File: src/rtl/mem_arbiter_if.sv
// mem_arbiter_if: bundles the fetch port, data port and external memory port
// of the DLX memory arbiter.
//   master modport : arbiter view (takes requests, drives the memory bus)
//   slave  modport : environment view (requesters and memory model)
// Fetch   : inst_rd_en, inst_addr, flush -> inst_data, inst_ready
// Data    : data_rd_en, data_wr_en, data_addr, data_wr_data
//           -> data_rd_data, data_ready, mem_stall
// Memory  : mem_req, mem_we, mem_addr, mem_wdata <- mem_rdata, mem_ack
// Status  : bus_error
interface mem_arbiter_if #(
  parameter int unsigned ADDR_WIDTH = 32,
  parameter int unsigned DATA_WIDTH = 32
);
  logic                  inst_rd_en;
  logic [ADDR_WIDTH-1:0] inst_addr;
  logic [DATA_WIDTH-1:0] inst_data;
  logic                  inst_ready;
  logic                  flush;

  logic                  data_rd_en;
  logic                  data_wr_en;
  logic [ADDR_WIDTH-1:0] data_addr;
  logic [DATA_WIDTH-1:0] data_wr_data;
  logic [DATA_WIDTH-1:0] data_rd_data;
  logic                  data_ready;
  logic                  mem_stall;

  logic                  mem_req;
  logic                  mem_we;
  logic [ADDR_WIDTH-1:0] mem_addr;
  logic [DATA_WIDTH-1:0] mem_wdata;
  logic [DATA_WIDTH-1:0] mem_rdata;
  logic                  mem_ack;

  logic                  bus_error;

  modport master (
    input  inst_rd_en, inst_addr, flush,
    input  data_rd_en, data_wr_en, data_addr, data_wr_data,
    input  mem_rdata, mem_ack,
    output inst_data, inst_ready,
    output data_rd_data, data_ready, mem_stall,
    output mem_req, mem_we, mem_addr, mem_wdata,
    output bus_error
  );

  modport slave (
    output inst_rd_en, inst_addr, flush,
    output data_rd_en, data_wr_en, data_addr, data_wr_data,
    output mem_rdata, mem_ack,
    input  inst_data, inst_ready,
    input  data_rd_data, data_ready, mem_stall,
    input  mem_req, mem_we, mem_addr, mem_wdata,
    input  bus_error
  );
endinterface

File: src/rtl/mem_arbiter.sv
// mem_arbiter: shares one external memory port between the instruction-fetch
// stage and the data (MEM) stage. Data accesses win over fetches; a granted
// request is latched and held on the memory bus until mem_ack or timeout,
// then a one-cycle ready pulse is returned to the requester.
// Ports:
//   clk   : rising-edge clock
//   rst_n : asynchronous active-low reset
//   bus   : mem_arbiter_if.master (fetch, data and memory signal groups)
// Parameters:
//   ADDR_WIDTH, DATA_WIDTH : bus widths (must match the interface)
//   TIMEOUT                : grant cycles without mem_ack before abort (2..65535)
module mem_arbiter #(
  parameter int unsigned ADDR_WIDTH = 32,
  parameter int unsigned DATA_WIDTH = 32,
  parameter int unsigned TIMEOUT    = 255
) (
  input  logic          clk,
  input  logic          rst_n,
  mem_arbiter_if.master bus
);

  typedef enum logic [1:0] {
    IDLE    = 2'd0,
    GRANT_D = 2'd1,
    GRANT_I = 2'd2
  } state_e;

  // Counter starts at 0 in the first mem_req cycle, so reaching TIMEOUT-1
  // means mem_req has been high for TIMEOUT cycles.
  localparam logic [15:0] TO_LAST = 16'(TIMEOUT - 1);

  state_e                state_q, state_d;
  logic [15:0]           cnt_q, cnt_d;
  logic                  discard_q, discard_d;
  logic                  mem_req_q, mem_req_d;
  logic                  mem_we_q, mem_we_d;
  logic [ADDR_WIDTH-1:0] mem_addr_q, mem_addr_d;
  logic [DATA_WIDTH-1:0] mem_wdata_q, mem_wdata_d;
  logic [DATA_WIDTH-1:0] inst_data_q, inst_data_d;
  logic                  inst_ready_q, inst_ready_d;
  logic [DATA_WIDTH-1:0] data_rd_data_q, data_rd_data_d;
  logic                  data_ready_q, data_ready_d;
  logic                  bus_error_q, bus_error_d;
  logic                  done, abort, drop_fetch;

  always_ff @(posedge clk or negedge rst_n) begin
    if (!rst_n) begin
      state_q        <= IDLE;
      cnt_q          <= '0;
      discard_q      <= 1'b0;
      mem_req_q      <= 1'b0;
      mem_we_q       <= 1'b0;
      mem_addr_q     <= '0;
      mem_wdata_q    <= '0;
      inst_data_q    <= '0;
      inst_ready_q   <= 1'b0;
      data_rd_data_q <= '0;
      data_ready_q   <= 1'b0;
      bus_error_q    <= 1'b0;
    end else begin
      state_q        <= state_d;
      cnt_q          <= cnt_d;
      discard_q      <= discard_d;
      mem_req_q      <= mem_req_d;
      mem_we_q       <= mem_we_d;
      mem_addr_q     <= mem_addr_d;
      mem_wdata_q    <= mem_wdata_d;
      inst_data_q    <= inst_data_d;
      inst_ready_q   <= inst_ready_d;
      data_rd_data_q <= data_rd_data_d;
      data_ready_q   <= data_ready_d;
      bus_error_q    <= bus_error_d;
    end
  end

  always_comb begin
    state_d        = state_q;
    cnt_d          = cnt_q;
    discard_d      = discard_q;
    mem_req_d      = mem_req_q;
    mem_we_d       = mem_we_q;
    mem_addr_d     = mem_addr_q;
    mem_wdata_d    = mem_wdata_q;
    inst_data_d    = inst_data_q;
    inst_ready_d   = 1'b0;
    data_rd_data_d = data_rd_data_q;
    data_ready_d   = 1'b0;
    bus_error_d    = 1'b0;
    done           = 1'b0;
    abort          = 1'b0;
    // A flush on the completing edge itself must also suppress the fetch.
    drop_fetch     = discard_q | bus.flush;

    case (state_q)
      IDLE: begin
        discard_d = 1'b0;
        if (bus.data_rd_en || bus.data_wr_en) begin
          state_d     = GRANT_D;
          mem_req_d   = 1'b1;
          mem_we_d    = bus.data_wr_en;
          mem_addr_d  = bus.data_addr;
          mem_wdata_d = bus.data_wr_data;
          cnt_d       = '0;
        end else if (bus.inst_rd_en) begin
          state_d    = GRANT_I;
          mem_req_d  = 1'b1;
          mem_we_d   = 1'b0;
          mem_addr_d = bus.inst_addr;
          cnt_d      = '0;
        end
      end

      GRANT_D, GRANT_I: begin
        // Ack on the timeout edge counts as a normal completion.
        if (bus.mem_ack) begin
          done = 1'b1;
        end else if (cnt_q == TO_LAST) begin
          abort = 1'b1;
        end else begin
          cnt_d = cnt_q + 16'd1;
        end

        if (done || abort) begin
          state_d     = IDLE;
          mem_req_d   = 1'b0;
          discard_d   = 1'b0;
          bus_error_d = abort;
          if (state_q == GRANT_D) begin
            data_ready_d = 1'b1;
            // Stores leave the load result register untouched.
            if (!mem_we_q) begin
              data_rd_data_d = done ? bus.mem_rdata : '0;
            end
          end else if (!drop_fetch) begin
            inst_ready_d = 1'b1;
            inst_data_d  = done ? bus.mem_rdata : '0;
          end
        end else if (state_q == GRANT_I) begin
          discard_d = drop_fetch;
        end
      end

      default: begin
        state_d = IDLE;
      end
    endcase
  end

  assign bus.mem_req      = mem_req_q;
  assign bus.mem_we       = mem_we_q;
  assign bus.mem_addr     = mem_addr_q;
  assign bus.mem_wdata    = mem_wdata_q;
  assign bus.inst_data    = inst_data_q;
  assign bus.inst_ready   = inst_ready_q;
  assign bus.data_rd_data = data_rd_data_q;
  assign bus.data_ready   = data_ready_q;
  assign bus.bus_error    = bus_error_q;
  // Stall releases in the data_ready cycle so the MEM stage can advance.
  assign bus.mem_stall    = (bus.data_rd_en | bus.data_wr_en) & ~data_ready_q;

endmodule
File: src/flat_wrapper.sv
// flat-port wrapper written by rule: the top's interface ports become plain ports
module mem_arbiter_flat 
#(
  parameter int unsigned ADDR_WIDTH = 32,
  parameter int unsigned DATA_WIDTH = 32,
  parameter int unsigned TIMEOUT    = 255
)
  (clk, rst_n, bus_inst_rd_en, bus_inst_addr, bus_flush, bus_data_rd_en, bus_data_wr_en, bus_data_addr, bus_data_wr_data, bus_mem_rdata, bus_mem_ack, bus_inst_data, bus_inst_ready, bus_data_rd_data, bus_data_ready, bus_mem_stall, bus_mem_req, bus_mem_we, bus_mem_addr, bus_mem_wdata, bus_bus_error);
  mem_arbiter_if #(.ADDR_WIDTH(ADDR_WIDTH), .DATA_WIDTH(DATA_WIDTH)) bus_i ();
  input  logic clk;
  input  logic rst_n;
  input wire logic [$bits(bus_i.inst_rd_en)-1:0] bus_inst_rd_en;
  input wire logic [$bits(bus_i.inst_addr)-1:0] bus_inst_addr;
  input wire logic [$bits(bus_i.flush)-1:0] bus_flush;
  input wire logic [$bits(bus_i.data_rd_en)-1:0] bus_data_rd_en;
  input wire logic [$bits(bus_i.data_wr_en)-1:0] bus_data_wr_en;
  input wire logic [$bits(bus_i.data_addr)-1:0] bus_data_addr;
  input wire logic [$bits(bus_i.data_wr_data)-1:0] bus_data_wr_data;
  input wire logic [$bits(bus_i.mem_rdata)-1:0] bus_mem_rdata;
  input wire logic [$bits(bus_i.mem_ack)-1:0] bus_mem_ack;
  output wire logic [$bits(bus_i.inst_data)-1:0] bus_inst_data;
  output wire logic [$bits(bus_i.inst_ready)-1:0] bus_inst_ready;
  output wire logic [$bits(bus_i.data_rd_data)-1:0] bus_data_rd_data;
  output wire logic [$bits(bus_i.data_ready)-1:0] bus_data_ready;
  output wire logic [$bits(bus_i.mem_stall)-1:0] bus_mem_stall;
  output wire logic [$bits(bus_i.mem_req)-1:0] bus_mem_req;
  output wire logic [$bits(bus_i.mem_we)-1:0] bus_mem_we;
  output wire logic [$bits(bus_i.mem_addr)-1:0] bus_mem_addr;
  output wire logic [$bits(bus_i.mem_wdata)-1:0] bus_mem_wdata;
  output wire logic [$bits(bus_i.bus_error)-1:0] bus_bus_error;
  assign bus_i.inst_rd_en = bus_inst_rd_en;
  assign bus_i.inst_addr = bus_inst_addr;
  assign bus_i.flush = bus_flush;
  assign bus_i.data_rd_en = bus_data_rd_en;
  assign bus_i.data_wr_en = bus_data_wr_en;
  assign bus_i.data_addr = bus_data_addr;
  assign bus_i.data_wr_data = bus_data_wr_data;
  assign bus_i.mem_rdata = bus_mem_rdata;
  assign bus_i.mem_ack = bus_mem_ack;
  assign bus_inst_data = bus_i.inst_data;
  assign bus_inst_ready = bus_i.inst_ready;
  assign bus_data_rd_data = bus_i.data_rd_data;
  assign bus_data_ready = bus_i.data_ready;
  assign bus_mem_stall = bus_i.mem_stall;
  assign bus_mem_req = bus_i.mem_req;
  assign bus_mem_we = bus_i.mem_we;
  assign bus_mem_addr = bus_i.mem_addr;
  assign bus_mem_wdata = bus_i.mem_wdata;
  assign bus_bus_error = bus_i.bus_error;
  mem_arbiter #(.ADDR_WIDTH(ADDR_WIDTH), .DATA_WIDTH(DATA_WIDTH), .TIMEOUT(TIMEOUT)) u_core (.clk(clk), .rst_n(rst_n), .bus(bus_i));
endmodule
File: config.mk
export PLATFORM = sky130hd
export DESIGN_NAME = mem_arbiter_flat
export DESIGN_NICKNAME = d
export VERILOG_FILES = /design/src/rtl/mem_arbiter_if.sv /design/src/rtl/mem_arbiter.sv /design/src/flat_wrapper.sv
export SDC_FILE = /design/constraint.sdc
export NUM_CORES = 1
export LEC_CHECK = 0
export BUFFER_PORTS_ARGS = -buffer_cell sky130_fd_sc_hd__buf_2
export CELL_PAD_IN_SITES_DETAIL_PLACEMENT = 0
export CELL_PAD_IN_SITES_GLOBAL_PLACEMENT = 1
export CORE_UTILIZATION = 37
export CTS_CLUSTER_DIAMETER = 60
export DETAILED_ROUTE_END_ITERATION = 12
export PLACE_DENSITY = 0.88
export SYNTH_ARGS = -nofsm -noshare
export SYNTH_HDL_FRONTEND = slang
export SYNTH_SLANG_ARGS = --single-unit
File: constraint.sdc
create_clock -name clk -period 2.65 [get_ports clk]
set_input_delay 0.53 -clock clk [delete_from_list [all_inputs] [get_ports clk]]
set_output_delay 0.53 -clock clk [all_outputs]
set_load 0.005 [all_outputs]
== After elaboration in Yosys (flattened, before gate mapping) ==
Cells that the tools add are included.
Cells by class
  bitwise gates (word level): 7
  multiplexer cells: 35
  equal/unequal tests: 8
  reduce and logical (&&, ||, !) cells: 14
  $add $sub $neg: 1
Operators with widths (number)
  $mux W32: 3
  $mux W16: 4
  $pmux W16 S2: 1
  $mux W1: 21
  $add A16 B1 Y16 const B: 1
  $eq A16 B8 Y1 const B: 1
  $reduce_and A4 Y1: 3
  $reduce_and A2 Y1: 4
  $mux W2: 3
  $ne A2 B2 Y1 const B: 2
  $not A1 Y1: 4
  $pmux W1 S2: 2
  $pmux W2 S2: 1
  $reduce_bool A2 Y1: 2
  $ne A3 B1 Y1 const B: 1
  $ne A3 B2 Y1 const B: 1
  $reduce_and A3 Y1: 1
  $eq A2 B1 Y1 const B: 1
  $eq A2 B2 Y1 const B: 1
  $logic_not A2 Y1: 1
  $logic_or A1 B1 Y1: 2
  $ne A2 B1 Y1 const B: 1
  $or A1 B1 Y1: 2
  $reduce_or A2 Y1: 1
  $and A1 B1 Y1: 1
Word-level totals
  flip-flop bits (word level): 152
  input port bits: 135
  output and inout port bits: 134
  logic and storage cells: 77

== Longest topological paths before layout ==
  word-level depth: 7
  mapped depth: 8
  mapped depth without buffers: 6

== Worst setup path after synthesis ==
Ideal clock, no wire load.
  path kind: reg-to-reg
  from: reg u_core.state_q[0]
  to: reg u_core.inst_data_q[12], in the netlist u_core.bus.inst_data[12]
  clock period less this slack: 1877 ps
  required time: 2584 ps
  slack: 773 ps
  path buffers: 3
  arrival: 1811 ps
  stages on the path, launching flop included: 9
  setup time: 66 ps
  cells stage by stage: dfrtp_1 -> inv_1 -> ha_1 -> clkbuf_2 -> nor4b_2 -> and2_1 -> clkbuf_1 -> clkbuf_1 -> a22o_1
On the way
  cells in the longest elaborated chain, start to end: 3
  elaborated cells on any way between the ends: 5
  classes of those cells: 2 x eq/ne; 1 x bitwise; 2 x reduce/logical
RTL lines
  start, declared: line mem_arbiter.sv:32  | state_e state_q, state_d;
  start signal, assigned: line mem_arbiter.sv:61  | state_q <= state_d;
  $eq A2 B2 Y1 / $eq A2 B1 Y1 (equally long branches): line mem_arbiter.sv:94, mem_arbiter.sv:128
  $reduce_or A2 Y1 / $not A1 Y1 (equally long branches)
  $reduce_and A4 Y1 (no line) (*)
  end signal, assigned: line mem_arbiter.sv:68  | inst_data_q <= inst_data_d;
  end, declared: line mem_arbiter.sv:39  | logic [DATA_WIDTH-1:0] inst_data_q, inst_data_d;
Every way passes the cells marked *; elsewhere a longest branch is shown, timed or not.
A chain may end at the register's enable or synchronous reset.

== Worst setup path in the final report ==
  from: reg u_core.cnt_q[14]
  to: reg u_core.inst_data_q[19], in the netlist u_core.bus.inst_data[19]
On the way
  cells in the longest elaborated chain, start to end: 6
RTL lines
  start, declared: line mem_arbiter.sv:33  | logic [15:0] cnt_q, cnt_d;
  start signal, assigned: line mem_arbiter.sv:62  | cnt_q <= cnt_d;
  $eq A16 B8 Y1: line mem_arbiter.sv:117  | end else if (cnt_q == TO_LAST) begin
  $mux W1: line mem_arbiter.sv:117
  $mux W1: line mem_arbiter.sv:115  | if (bus.mem_ack) begin
  $mux W1: line mem_arbiter.sv:94  | case (state_q)
  $logic_or A1 B1 Y1: line mem_arbiter.sv:123  | if (done || abort) begin
  $reduce_and A4 Y1 (no line)
Every way passes these cells. The select of a mux whose other input is x is not followed.

==> reports/results.md <==
| Result | Reported |
| --- | --- |
| Outcome | finished clean |
| DIE AREA | 18,100 µm² |
| TritonCTS clock tree | done |
| Growth of design area from synthesis to finish | 34.4% |
| Initial antenna violation count | 1 |
| Clock buffer count from CTS | 17 |
| Library cells used by synthesis | 55 |
| Number of buffers added on ports | 268 |
| Actual slew at the worst max-slew pin | 655 ps |
| Number of warnings printed during yosys synthesis | 0 |
| DP HPWL | 12.0 mm |
| Aggregate global routing overflow | 0 |
| Cells taking the most area after synthesis | dfrtp_1, a22o_1, mux2_2 |
| Drc violations | 0 |
| Vert. Die Dim | 134 µm |
| Total standard cell area after synthesis | 6480 µm² |
| Core outline area | 17,200 µm² |
| Number of levels in the clock H-tree | 4 |
| Initial cell density of the core | 37.7% |
| Sum Neg Setup Slack | 0 ps |
| Worst skew pair latency | 420 ps |
| Post-CTS Hold Fix Bufs | 0 |
| CTS root buf | clkbuf_16 |
| Count of mapped cells out of synthesis | 527 |
| Crit start category | flip-flop |
| Global-route track usage on met1 | 24.9% |
| Required time at the worst-slack endpoint | 2960 ps |
| Slowest cell on crit path | and4_1 |
| Post-synthesis simple-gate area fraction | 10.8% |
| Final design utilization | 50.7% |
| Int Power | 6.52 mW |
| Number of inserted diodes | 0 |
| Synthesized flop and latch total | 152 |
| Register area share after synthesis | 58.7% |
| Part of the total power dissipated in combinational logic | 35.9% |
| Critical path start-end classification | reg2reg |
| Number of enable flip-flop cells after synthesis | 0 |
| NetSw | 3.39 mW |
| Setup slack of the critical path after layout | 407 ps |
| Max_cap viols | 0 |
| I/O Pins | 269 |
| Maximum clock path buffer count | 2 |
| Die width | 134 µm |
| Maximum number of pins on one net before global-route repair | 66 |
| List of cells traversed by the critical path | nor4_1, and4_1, o21ai_2, buf_4, a22o_1 |
| Layer with the highest usage after global routing | met2 |
| Wire per inst | 16.2 µm |
| GRT met2 Usage | 30.0% |
| Gp weighted congestion | 0.786 |
| Total leakage power | 4.37 nW |
| Worst setup slack after placement | 460 ps |
| Net count, final | 932 |
| Total detailed-routing wirelength | 16.7 mm |
| Net count after synthesis | 667 |
| Antenna viol nets, final | 0 |
| Fraction of layout instances using a drive strength above 1 | 45.1% |
| Fraction of the mapped netlist area in compound gates | 15.4% |
| Post-synth top area share | 58.7% |
| Met3 track demand over resource | 5.56% |
| Setup repair after global routing missed its margin | no |
| Wire length of the first global-routing pass | 26.2 mm |
| Fin Clk Skew | 16.2 ps |
| Number of endpoints with negative hold slack in the final report | 0 |
| Crit-path max FO | 23 |
| # resized after CTS | 0 |
| Highest achievable clock rate | 446 MHz |
| Areal power density over the cells | 1140 nW/µm² |
| Total power of the final layout | 9.91 mW |
| Multiplexer fraction of the synthesized cell area | 10.7% |
| Share of synthesized registers carrying an async set or reset | 100% |
| Syn avg cell area | 12.3 µm² |
| Classification of the worst-slack hold path | in2async |
| Routed via count | 5,211 |
| Most area-hungry cell type in the Yosys netlist | dfrtp_1 |
| Most common flop cell mapped by yosys | dfrtp_1 |
| Detailed Routing Iterations Pass 1 | 5 |
| Max-slew violation count | 0 |
| Switching part of the total power | 34.2% |
| Clock sink total | 152 |
| Area share of fa/ha/maj cells after synthesis | 0.965% |
| Tmin final | 2240 ps |
| Worst slew margin relative to its limit | 55.9% |
| Number of buffers inserted by post-CTS setup repair | 0 |
| Gr usage total | 18.8% |
| Maximum resistive drop on vdd | 508 µV |
| Final worst-path cycle share | 84.7% |
| Dominant combinational cell family by area after synthesis | compound AO/OA/AOI/OAI gates |
| Vias per std cell | 5.06 |
| Arrival time at the worst endpoint | 2560 ps |
| CTS clk-pin slew, worst paths | 70 ps |
| Endpoints failing setup | 0 |
| Vias in the first global route | 4,997 |
| Sequential power share | 38.9% |
| Fraction of synthesized cell area in xor and xnor cells | 0% |
| Type of element capturing the critical path | flip-flop |
| Portion of total power attributed to the clock network | 25.2% |
| Standard-cell rows | 48 |
| Worst path max stage delay | 660 ps |
| Iteration-0 DRC count of the detailed router | 271 |
==> worst paths after layout <==
check / start / to / slack (ps) / cells past startpoint
setup / recovery: u_core.cnt_q[14] / u_core.bus.inst_data[19] / 410 / 5
hold / removal: rst_n / u_core.bus.data_rd_data[24] / 70 / 1
setup reg to reg: u_core.cnt_q[14] / u_core.bus.inst_data[19] / 410 / 5
hold reg to reg: u_core.bus.mem_addr[22] / u_core.bus.mem_addr[22] / 470 / 2
max in group asynchronous: rst_n / u_core.bus.mem_req / 1930 / 2
min in group clk: bus_data_wr_data[10] / u_core.bus.mem_wdata[10] / 330 / 2
==> registers in the layout, summed over array words and instances, names as in the netlist <==
register,count
u_core.bus.bus_error,1
u_core.bus.data_rd_data,32
u_core.bus.data_ready,1
u_core.bus.inst_data,32
u_core.bus.inst_ready,1
u_core.bus.mem_addr,32
u_core.bus.mem_req,1
u_core.bus.mem_wdata,32
u_core.bus.mem_we,1
u_core.cnt_q,16
u_core.discard_q,1
u_core.state_q,2
==> stage by stage <==
step,area [µm²],hold slack (ps),cells
final,8710,69.9,1030
after global routing,8710,94.2,1030
after CTS,8710,86.6,1030
after detailed placement,8090,465,998
after global placement,8090,456,998
after floorplan,6480,234,527
==> routing by layer <==
layer  share of wire, %  up-vias
met5               0.10        -
met4                1.1        2
met3                6.8       17
met2                 48      219
met1                 44     2490
li1                   -     2483
==> final cells by class <==
cell class / count / area (µm²)
clock inverter: 15 / 200
clock buffer: 17 / 425
tap: 225 / 282
sequential: 152 / 3800
multi-input combinational: 330 / 2470
fill: 1539 / 8460
timing repair buffer: 284 / 1510
inverter: 7 / 26.3
==> Yosys cell counts (7+ instances only) <==
cell / count
o211ai_1: 7
clkbuf_1: 16
nor3_1: 9
inv_1: 7
mux2i_1: 32
a22o_1: 67
nand2_1: 57
nor4_1: 7
buf_2: 14
mux2_2: 33
nor2_1: 10
dfrtp_1: 152
o21ai_0: 36
==> logic make-up after synthesis <==
| logic type | count (synthesis) |
|---|---|
| fa+ha+maj | 5 |
| compound gates | 133 |
| buf+inv | 45 |
| simple gates | 127 |
| flops | 152 |
| mux | 65 |
==> power by group through the flow <==
stage / logic (mW) / registers, mW / clock network [mW]
after floorplan: 1.91 / 3.94 / 0
final: 3.56 / 3.86 / 2.49
after global routing: 3.94 / 3.99 / 2.67
after global placement: 3.51 / 3.87 / 0
after CTS: 3.61 / 3.86 / 2.56
after detailed placement: 3.62 / 3.87 / 0
==> worst max-delay path: cells and delay by family, from the launching register on <==
kind,cells,cell delay [ps]
AOI/OAI and AO/OA,2,370
DFF,1,440
and+or+nand+nor,2,1080
buffers and inverters,1,240
==> cells in the final DEF, fill, tap and decap left out, types with 4 or more instances in the layout <==
| master | count |
|---|---|
| nor4_1 | 7 |
| mux2i_1 | 32 |
| o21ai_0 | 36 |
| buf_2 | 267 |
| o211ai_1 | 7 |
| nor3_1 | 8 |
| a21oi_1 | 6 |
| dfrtp_1 | 152 |
| inv_8 | 4 |
| nand3_1 | 6 |
| inv_1 | 7 |
| buf_4 | 13 |
| clkbuf_16 | 17 |
| ha_1 | 5 |
| nand4_1 | 6 |
| a22o_1 | 67 |
| nand2_1 | 57 |
| clkinv_8 | 5 |
| nor2_1 | 10 |
| mux2_2 | 33 |
No activity file was read; power rests on OpenSTA's default activity.
